### config.mk
export PLATFORM = sky130hd
export DESIGN_NAME = reflet_vga_bitmap_writer
export DESIGN_NICKNAME = d
export VERILOG_FILES = /design/src/rtl/reflet_vga_bitmap_writer.sv
export SDC_FILE = /design/constraint.sdc
export NUM_CORES = 1
export LEC_CHECK = 0
export ABC_CLOCK_PERIOD_IN_PS = 2500
export CELL_PAD_IN_SITES_DETAIL_PLACEMENT = 0
export CELL_PAD_IN_SITES_GLOBAL_PLACEMENT = 1
export CORE_ASPECT_RATIO = 0.9
export CORE_UTILIZATION = 36
export DETAILED_ROUTE_END_ITERATION = 16
export PLACE_DENSITY_LB_ADDON = 0.3
export SLEW_MARGIN = 5
export SYNTH_ARGS = -nofsm -noshare
export SYNTH_HDL_FRONTEND = slang
export SYNTH_SLANG_ARGS = --single-unit
### constraint.sdc
create_clock -name clk -period 2.5 [get_ports clk]
set_input_delay 0.375 -clock clk [delete_from_list [all_inputs] [get_ports clk]]
set_output_delay 0.375 -clock clk [all_outputs]
set_load 0.02 [all_outputs]
### src/rtl/reflet_vga_bitmap_writer.sv
// Single write-port owner for the bitmap frame memory: arbitrates host pixel writes
// against a rectangle-fill engine, host first, with a stall limit that keeps the fill moving.
module reflet_vga_bitmap_writer #(
    parameter int h_size        = 640,
    parameter int v_line        = 480,
    parameter int color_depth   = 8,
    parameter int bit_reduction = 0,
    parameter int max_stall     = 3,
    localparam int HW = $clog2(h_size) - bit_reduction,
    localparam int VW = $clog2(v_line) - bit_reduction,
    localparam int CD = color_depth
) (
    input  logic          clk,
    input  logic          reset,
    input  logic          host_write_en,
    output logic          host_ready,
    input  logic [HW-1:0] host_h,
    input  logic [VW-1:0] host_v,
    input  logic [CD-1:0] host_R,
    input  logic [CD-1:0] host_G,
    input  logic [CD-1:0] host_B,
    input  logic [CD-1:0] host_a,
    input  logic          fill_start,
    input  logic [HW-1:0] fill_h0,
    input  logic [HW-1:0] fill_h1,
    input  logic [VW-1:0] fill_v0,
    input  logic [VW-1:0] fill_v1,
    input  logic [CD-1:0] fill_R,
    input  logic [CD-1:0] fill_G,
    input  logic [CD-1:0] fill_B,
    input  logic [CD-1:0] fill_a,
    output logic          fill_busy,
    output logic          fill_done,
    output logic          write_en,
    output logic [HW-1:0] h_pixel_in,
    output logic [VW-1:0] v_pixel_in,
    output logic [CD-1:0] R_in,
    output logic [CD-1:0] G_in,
    output logic [CD-1:0] B_in,
    output logic [CD-1:0] a_in
);
    localparam int SW = $clog2(max_stall + 1);
    localparam logic [HW-1:0] H_MAX = HW'(h_size / (2 ** bit_reduction) - 1);
    localparam logic [VW-1:0] V_MAX = VW'(v_line / (2 ** bit_reduction) - 1);
    localparam logic [SW-1:0] STALL_LIMIT = SW'(max_stall);

    localparam logic [0:0] IDLE = 1'b0;
    localparam logic [0:0] FILL = 1'b1;

    logic [0:0]    state;
    logic [SW-1:0] stall_cnt;
    logic [HW-1:0] h_lo, h_hi, cur_h;
    logic [VW-1:0] v_hi, cur_v;
    logic [CD-1:0] f_R, f_G, f_B, f_a;

    logic          host_grant, fill_grant, fill_last;
    logic [HW-1:0] h_lo_c, h_hi_c;
    logic [VW-1:0] v_lo_c, v_hi_c;

    // Host handshake: a write is accepted in any cycle where host_write_en and host_ready
    // are both high. host_ready depends only on state and stall count, never on host_write_en.
    always_comb begin
        host_ready = !(state == FILL && stall_cnt == STALL_LIMIT);
        host_grant = host_write_en && host_ready;
        fill_grant = !host_grant && (state == FILL);
        fill_last  = (cur_h == h_hi) && (cur_v == v_hi);
    end

    // Normalise the corners, then clip every bound to the visible area.
    always_comb begin
        h_lo_c = (fill_h0 < fill_h1) ? fill_h0 : fill_h1;
        h_hi_c = (fill_h0 < fill_h1) ? fill_h1 : fill_h0;
        v_lo_c = (fill_v0 < fill_v1) ? fill_v0 : fill_v1;
        v_hi_c = (fill_v0 < fill_v1) ? fill_v1 : fill_v0;
        if (h_lo_c > H_MAX) h_lo_c = H_MAX;
        if (h_hi_c > H_MAX) h_hi_c = H_MAX;
        if (v_lo_c > V_MAX) v_lo_c = V_MAX;
        if (v_hi_c > V_MAX) v_hi_c = V_MAX;
    end

    assign fill_busy = (state == FILL);

    always_ff @(posedge clk) begin
        if (reset) begin
            state      <= IDLE;
            stall_cnt  <= '0;
            h_lo       <= '0;
            h_hi       <= '0;
            v_hi       <= '0;
            cur_h      <= '0;
            cur_v      <= '0;
            f_R        <= '0;
            f_G        <= '0;
            f_B        <= '0;
            f_a        <= '0;
            write_en   <= 1'b0;
            fill_done  <= 1'b0;
            h_pixel_in <= '0;
            v_pixel_in <= '0;
            R_in       <= '0;
            G_in       <= '0;
            B_in       <= '0;
            a_in       <= '0;
        end else begin
            write_en  <= host_grant || fill_grant;
            fill_done <= fill_grant && fill_last;

            if (host_grant) begin
                h_pixel_in <= host_h;
                v_pixel_in <= host_v;
                R_in       <= host_R;
                G_in       <= host_G;
                B_in       <= host_B;
                a_in       <= host_a;
            end else if (fill_grant) begin
                h_pixel_in <= cur_h;
                v_pixel_in <= cur_v;
                R_in       <= f_R;
                G_in       <= f_G;
                B_in       <= f_B;
                a_in       <= f_a;
            end

            case (state)
                IDLE: begin
                    if (fill_start) begin
                        h_lo      <= h_lo_c;
                        h_hi      <= h_hi_c;
                        v_hi      <= v_hi_c;
                        cur_h     <= h_lo_c;
                        cur_v     <= v_lo_c;
                        f_R       <= fill_R;
                        f_G       <= fill_G;
                        f_B       <= fill_B;
                        f_a       <= fill_a;
                        stall_cnt <= '0;
                        state     <= FILL;
                    end
                end
                default: begin
                    if (host_grant) begin
                        stall_cnt <= stall_cnt + 1'b1;
                    end else begin
                        stall_cnt <= '0;
                        if (fill_last) begin
                            state <= IDLE;
                        end else if (cur_h == h_hi) begin
                            cur_h <= h_lo;
                            cur_v <= cur_v + 1'b1;
                        end else begin
                            cur_h <= cur_h + 1'b1;
                        end
                    end
                end
            endcase
        end
    end
endmodule

Word level (Yosys, flattened, before mapping)
Index checks and enable logic that the tools add are counted.
- ROM bits: 0
- output and inout port bits: 55
- input port bits: 125
- memory bits (writable): 0
- register bits: 136
- memories: 0
- latch bits: 0
- logic and storage cells: 85
- add/subtract/negate cells: 3
- reductions and logical operators: 13
- order comparisons: 6
- $mul: 0
- mux-type cells: 37
- eq/ne operators: 6
- shifts and indexed selects: 0
- bitwise operators: 1
- divide/modulo/power cells: 0
- operators by type and width (kind ; count):
    two-way mux 10 bit ; 11
    two-way mux 9 bit ; 11
    two-way mux 8 bit ; 8
    > comparator 10 bit, second input constant ; 2
    > comparator 9 bit, second input constant ; 2
    adder 10 x 1 -> 10 bit, second input constant ; 1
    == test 10 bit ; 1
    < comparator 10 bit ; 1
    adder 9 x 1 -> 9 bit, second input constant ; 1
    == test 9 bit ; 1
    < comparator 9 bit ; 1
    two-way mux 2 bit ; 3
    logical AND 1 bit ; 5
    two-way mux 1 bit ; 4
    != test 2 bit, second input constant ; 2
    AND reduction 4 bit ; 1
    nonzero test 2 bit ; 2
    AND reduction 3 bit ; 1
    adder 2 x 1 -> 2 bit, second input constant ; 1
    == test 2 bit, second input constant ; 1
    logical NOT 1 bit ; 2
    != test 2 x 1 -> 1 bit, second input constant ; 1
    AND reduction 2 bit ; 1
    logical OR 1 bit ; 1
    inverter 1 bit ; 1

Longest topological paths before layout
Gate-level depths: netlist (run 1).
- word-level depth: 8
- depth in mapped cells: 10
- depth with buffers taken out: 8

Worst setup path after synthesis (run 1)
Ideal clock, no wire load.
- path kind: input port to flip-flop
- start: in fill_v1[8]
- end: reg cur_v[5]
- path buffers: 1
- cell stages on the path: 9
- path slack: 0.343 ns
- arrival: 2.022 ns
- path through: inv_1 > ha_1 > nand4_1 > or2_1 > o211ai_1 > clkbuf_1 > nor3_1 > o31ai_1 > a31oi_1
- longest elaborated chain between the ends: 6
- ends and longest elaborated chain (item ; line ; source):
    start: declaration ; 27 ; input logic [VW-1:0] fill_v1,
    < comparator 9 bit ; 73 ; v_lo_c = (fill_v0 < fill_v1) ? fill_v0 : fill_v1;
    two-way mux 9 bit (*) ; 73 ;
    > comparator 9 bit ; 77 ; if (v_lo_c > V_MAX) v_lo_c = V_MAX;
    two-way mux 9 bit (*) ; 77 ;
    two-way mux 9 bit (*) ; 126 ; if (fill_start) begin
    two-way mux 9 bit (*) ; 124 ; case (state)
    end signal: assignment ; 131 ; cur_v <= v_lo_c;
    end signal: assignment ; 149 ; cur_v <= cur_v + 1'b1;
    end: declaration ; 53 ; logic [VW-1:0] v_hi, cur_v;
Mark *: on every way between the ends. The rest lies on a longest branch, timed or not. The select of a mux whose other input is x is not followed.
A chain may end at the register's enable or synchronous reset.

Worst setup path after layout (run 1)
- start: in fill_v1[2]
- end: reg cur_v[3]
Same word-level chain as after synthesis.

==> results of run 1 <==
-- logic make-up after synthesis --
family	after synthesis
adders and majority gates	20
buffers and inverters	89
DFF	136
AOI/OAI and AO/OA	230
xor gates and xnor gates	31
and+or+nand+nor	303
muxes	55
-- layer usage --
layer / vias to the layer above / GRT usage, % / share of wire, %
met1: 3212 / 28.8 / 47
met3: 31 / 4.90 / 5.6
li1: 3507 / - / -
met5: - / 0 / 0
met4: 0 / 7.33 / 1.9
met2: 203 / 34.5 / 45
-- worst min path at each step --
stage / slack, ps / from / end / depth (start not counted)
floorplan: 440 / f_B[0]$_SDFFE_PP0P_ / f_B[0]$_SDFFE_PP0P_ / 2
global placement: 440 / f_a[4]$_SDFFE_PP0P_ / f_a[4]$_SDFFE_PP0P_ / 2
detailed placement: 450 / h_lo[4]$_SDFFE_PP0P_ / h_lo[4]$_SDFFE_PP0P_ / 2
CTS: 360 / reset / cur_v[4]$_SDFFE_PP0P_ / 2
global route: 370 / reset / cur_v[4]$_SDFFE_PP0P_ / 2
finish: 380 / reset / cur_v[4]$_SDFFE_PP0P_ / 2
-- Yosys cell counts (all sizes together), types with 19 or more instances --
cell type,number
dfxtp,136
nand2,136
nor2,86
a21oi,68
a211oi,54
mux2i,52
clkbuf,47
o21ai,37
nand3,33
inv,23
ha,20
buf,19
nor3,19
-- through the flow --
| stage | util [%] | cell area, um^2 | total power [uW] | setup slack, ps | setup TNS [ps] |
|---|---|---|---|---|---|
| after CTS | 54.2 | 10100 | 6750 | 89.7 | 0 |
| after global routing | 54.3 | 10100 | 7020 | 9.29 | 0 |
| final | 54.3 | 10100 | 6700 | 137 | 0 |
| after floorplan | - | 6960 | 3260 | 343 | 0 |
| after global placement | 50.7 | 9450 | 3930 | -802 | -23770 |
| after detailed placement | 50.7 | 9450 | 3940 | -789 | -23670 |
-- layout make-up --
type                       instances  area, um^2  area share (%)
sequential                       136        2730            26.9
clock inverter                    14         223            2.20
tap                              245         307            3.03
timing repair buffer             260        2430            24.1
multi-input combinational        639        3910            38.7
inverter                          23        86.3           0.853
clock buffer                      18         429            4.24
-- repair_timing --
item	CTS	global route
buffers inserted	0	0
gates resized for setup	1	1
setup endpoints to repair	30	10
-- sequential cells by signal, summed over array words and instances, names as in the netlist, 9 cells and up --
name and flops:
cur_h 10, h_hi 10, h_lo 10, h_pixel_in 10
cur_v 9, v_hi 9, v_pixel_in 9
-- power groups by stage --
stage / logic (uW) / registers (uW) / clock network (uW)
4_1_cts: 1440 / 2460 / 2850
5_1_grt: 1570 / 2480 / 2960
3_5_place_dp: 1430 / 2510 / 0
2_1_floorplan: 716 / 2550 / 0
3_3_place_gp: 1430 / 2510 / 0
6_report: 1440 / 2460 / 2800
==> results.ini, run 1 <==
[placement]
gp_congestion = 0.784
portBuffers = 179
dp_cells = 1303
dp_hpwl_um = 15000

[global_route]
grt_max_degree = 92
grt_pass1_vias = 6763
grt_pass1_wl_um = 34200
antenna_found_initial = 0
grt_usage_pct = 21.7
grt.overflow.total = 0

[sta]
rsz0062_at_grt = false
fin_skew_ps = 9.20
finalMaxSlewViolations = 0
period_minus_slack_ps = 2360
hold_viol = 0
worstMarginPinSlew_ps = 688
fmax_mhz = 423
slew_headroom_pct = 54.1
period_share_pct = 94.5
setup_viol = 0
hold_ws_ps = 378

[die]
fp-row-count = 47
io_pins = 180
core-area_um2 = 18600
die_x_um = 149
die_area_um2 = 19900
start_util_pct = 37.3
die_height_um = 134

[power_and_ir_drop]
cellInternalPower_uw = 4820
max-vdd-ir-drop_mv = 0.430
swShare_pct = 28.0
power_density_nw_per_um2 = 662
p_seq_share_pct = 36.8
power_switching_uw = 1880
combPwrFrac_pct = 21.4
p_clk_share_pct = 41.8
p_leak_uw = 0.00397

[critical_path]
worstSetupEndpoint = cur_v[3]$_SDFFE_PP0P_
critical_path.max_stage_delay_ps = 500
cpMaxStageDelayCell = clkdlybuf4s50_1
critPathBufInv = 2
rrSetupSlack_ps = 290
rr_endpoint = cur_v[3]$_SDFFE_PP0P_
cp_max_fo = 11
reg2regPathDepth = 6
arrival_ps = 2700
path_class = in -> reg
crit_chain = clkdlybuf4s50_1, inv_1, ha_1, a21o_1, a31oi_1, o211a_1, nor3_1, or4b_1, a21oi_1
cp-start-kind = input port
crit_family = compound AO/OA/AOI/OAI gates
critical_path_cell_count = 9
worstSetupStartpoint = fill_v1[2]
timing.rr.start = cur_h[1]$_SDFFE_PP0P_
cp-end-kind = flop
crit_required_ps = 2840

[synthesis]
synth_nets = 1009
yosysTopAreaCellShare_pct = 39.1
synth_area_leaders = dfxtp_1, mux2i_1, nand2_1
synth_top_area_cell = dfxtp_1
ys_ff_latch = 136
synthXorXnorAreaFrac_pct = 3.90
yosys.area_share.simple_pct = 18.8
synth-compound-area-share_pct = 21.5
yosysWarnings = 0
syn_area_um2 = 6960
synth_top_family_by_area = compound AO/OA/AOI/OAI gates
synth_cells = 864
postSynthAreaPerCell_um2 = 8.05
synthFlopType = dfxtp_1
postSynth.asyncResetShare_pct = 0
synth_adder_area_share_pct = 3.60
synthMuxAreaShare_pct = 7.96
synth.distinct_cells = 54
ys_seq_area_share_pct = 39.1
synth_edf_count = 0

[clocking]
clk_pin_slew_ps = 70
clockRootBuffer = clkbuf_16
cts_tree = built
cts_hold_buffers = 0
cts_buffers = 17
clock_latency_ps = 420
clk_path_buf_depth = 2
htreeDepth = 4
cts.sinks = 136

[routing]
vias = 6953
drt_iter0_drc = 355
avgRoutedWirePerCell_um = 15.8
ant_nets = 0
drc = 0
dr.pass1.iters = 4
via_per_inst = 5.21
routed_wl_um = 21100

[layout]
areaGrowthSynthToFinish_pct = 45.4
drive_gt1_share_pct = 11.9
post_layout_nonfiller_instances = 1335
mostFrequentLayoutCell = clkdlybuf4s50_1
num-nets-final = 1222
n_fill_cell = 1781
mostFrequentLayoutCells = clkdlybuf4s50_1, dfxtp_1, nand2_1
n_antenna_cell = 0

[outcome]
status = complete, no violations

[run]
cap_viol_max_count = 0

[hold_path]
hp-class = in -> reg

No activity file was read; power rests on OpenSTA's default activity.
==> run 2: changes to the inputs <==
--- a/config.mk
+++ b/config.mk
@@ -9,6 +9,7 @@
 export CELL_PAD_IN_SITES_DETAIL_PLACEMENT = 0
 export CELL_PAD_IN_SITES_GLOBAL_PLACEMENT = 1
 export CORE_ASPECT_RATIO = 0.9
+export CORE_MARGIN = 2
 export CORE_UTILIZATION = 36
 export DETAILED_ROUTE_END_ITERATION = 16
 export PLACE_DENSITY_LB_ADDON = 0.3
==> run 2 against run 1 <==
Non-clock buffer count shrank 12; count of clock-buffer cells in the layout decreased by 1; combinational power decreased by 3%; core utilization decreased by 2.1 points; clock skew is 1.4 ps higher; global-route usage down 1.2 points; sequential cell count unchanged; power decreased by 6.7%; largest power group is now sequential cells.
==> results.ini, run 2 (synthesis results as in run 1) <==
[outcome]
status = complete, no violations

[critical_path]
reg2regPathDepth = 6
arrival_ps = 2720
path_class = in -> reg
cp-end-kind = flop
cp_max_fo = 11
crit_required_ps = 2850
cp-start-kind = input port
worstSetupStartpoint = fill_v1[2]
worstSetupEndpoint = cur_v[4]$_SDFFE_PP0P_
timing.rr.start = cur_h[1]$_SDFFE_PP0P_
rr_endpoint = cur_v[4]$_SDFFE_PP0P_
rrSetupSlack_ps = 200

[die]
io_pins = 180
die_height_um = 136
core-area_um2 = 19000
fp-row-count = 48
start_util_pct = 36.6
die_area_um2 = 20500
die_x_um = 151

[layout]
n_fill_cell = 1851
drive_gt1_share_pct = 10.9
num-nets-final = 1210
mostFrequentLayoutCells = clkdlybuf4s50_1, dfxtp_1, nand2_1
areaGrowthSynthToFinish_pct = 42.6
mostFrequentLayoutCell = clkdlybuf4s50_1
n_antenna_cell = 0
post_layout_nonfiller_instances = 1328

[global_route]
grt_usage_pct = 20.4
antenna_found_initial = 0
grt_pass1_vias = 6571
grt_pass1_wl_um = 33200
grt_max_degree = 78
grt.overflow.total = 0

[placement]
dp_cells = 1296
dp_hpwl_um = 15000
portBuffers = 179
gp_congestion = 0.803

[power_and_ir_drop]
swShare_pct = 30.8
power.total_uw = 6250
p_clk_share_pct = 38.2
p_leak_uw = 0.00387
cellInternalPower_uw = 4330
power_switching_uw = 1930
max-vdd-ir-drop_mv = 0.493
power_density_nw_per_um2 = 630
combPwrFrac_pct = 22.3
p_seq_share_pct = 39.5

[clocking]
clockRootBuffer = clkbuf_16
cts_buffers = 17
cts_tree = built
clock_latency_ps = 420
htreeDepth = 4
clk_path_buf_depth = 2
cts_hold_buffers = 0
cts.sinks = 136
clk_pin_slew_ps = 70

[sta]
period_share_pct = 94.6
finalMaxSlewViolations = 0
period_minus_slack_ps = 2370
slew_headroom_pct = 55.9
fmax_mhz = 423
fin_skew_ps = 10.6
worstMarginPinSlew_ps = 660
rsz0062_at_grt = false
setup_viol = 0
hold_viol = 0
tns_ps = 0

[hold_path]
hp-class = reg -> reg

[routing]
drt_iter0_drc = 280
avgRoutedWirePerCell_um = 15.8
ant_nets = 0
via_per_inst = 5.20
dr.pass1.iters = 4
routed_wl_um = 20900
vias = 6899
drc = 0

[run]
cap_viol_max_count = 0

## run 2: cell count changes in the layout (fill, tap and decap cells not counted), sizes merged
cell      delta
buf         -12
bufinv       -5
clkbuf       -1
clkinv       -3
clkinvlp     +1
inv          +8
## run 2: critical path, cell delays in order
cell and delay [ps]:
clkdlybuf4s50_1 480, inv_1 50, ha_1 280, a21o_1 180, a31oi_1 220, o211a_1 420, nor3_1 90, or4b_1 460
a21oi_1 160
## run 2: power groups by stage
stage          Clock, uW  Sequential [uW]  Combinational [uW]
2_1_floorplan          0             2550                 716
3_3_place_gp           0             2520                1390
3_5_place_dp           0             2520                1400
4_1_cts             2430             2470                1400
5_1_grt             2530             2490                1530
6_report            2390             2470                1390
## run 2: what timing repair did
item,4_1_cts,5_1_grt
resized for setup,0,1
setup buffers,0,0
endpoints found under the setup margin,0,1
## run 2: routing by layer
metal	vias up	GRT usage [%]	share of wire [%]
met5	-	0	0
met4	0	4.93	1.2
met3	17	4.97	5.3
met2	150	33.4	46
met1	3246	27.1	47
li1	3486	-	-
## run 2: worst min-delay path by stage
stage                                    from                  end  slack [ps]  depth (start not counted)
after detailed placement  f_R[1]$_SDFFE_PP0P_  f_R[1]$_SDFFE_PP0P_         450                          2
final                     f_R[1]$_SDFFE_PP0P_  f_R[1]$_SDFFE_PP0P_         450                          2
after global routing      f_R[1]$_SDFFE_PP0P_  f_R[1]$_SDFFE_PP0P_         470                          2
after global placement    f_R[5]$_SDFFE_PP0P_  f_R[5]$_SDFFE_PP0P_         440                          2
after CTS                 f_R[1]$_SDFFE_PP0P_  f_R[1]$_SDFFE_PP0P_         460                          2
after floorplan           f_B[0]$_SDFFE_PP0P_  f_B[0]$_SDFFE_PP0P_         440                          2
## run 2: stage by stage
step                      area, um^2  setup slack (ps)  hold WS [ps]  util [%]
after floorplan                 6960               343           436         -
after global placement          9370              -279           444      49.2
after detailed placement        9370              -319           448      49.2
after CTS                       9930               125           457      52.1
after global routing            9930              4.68           473      52.1
final                           9930               135           455      52.1
## run 2: layout make-up
| type | instances | area [um^2] | area share [%] |
|---|---|---|---|
| tap | 250 | 313 | 3.15 |
| multi-input combinational | 639 | 3900 | 39.3 |
| clock inverter | 15 | 131 | 1.32 |
| clock buffer | 17 | 425 | 4.29 |
| inverter | 23 | 86.3 | 0.870 |
| timing repair buffer | 248 | 2340 | 23.6 |
| sequential | 136 | 2730 | 27.5 |
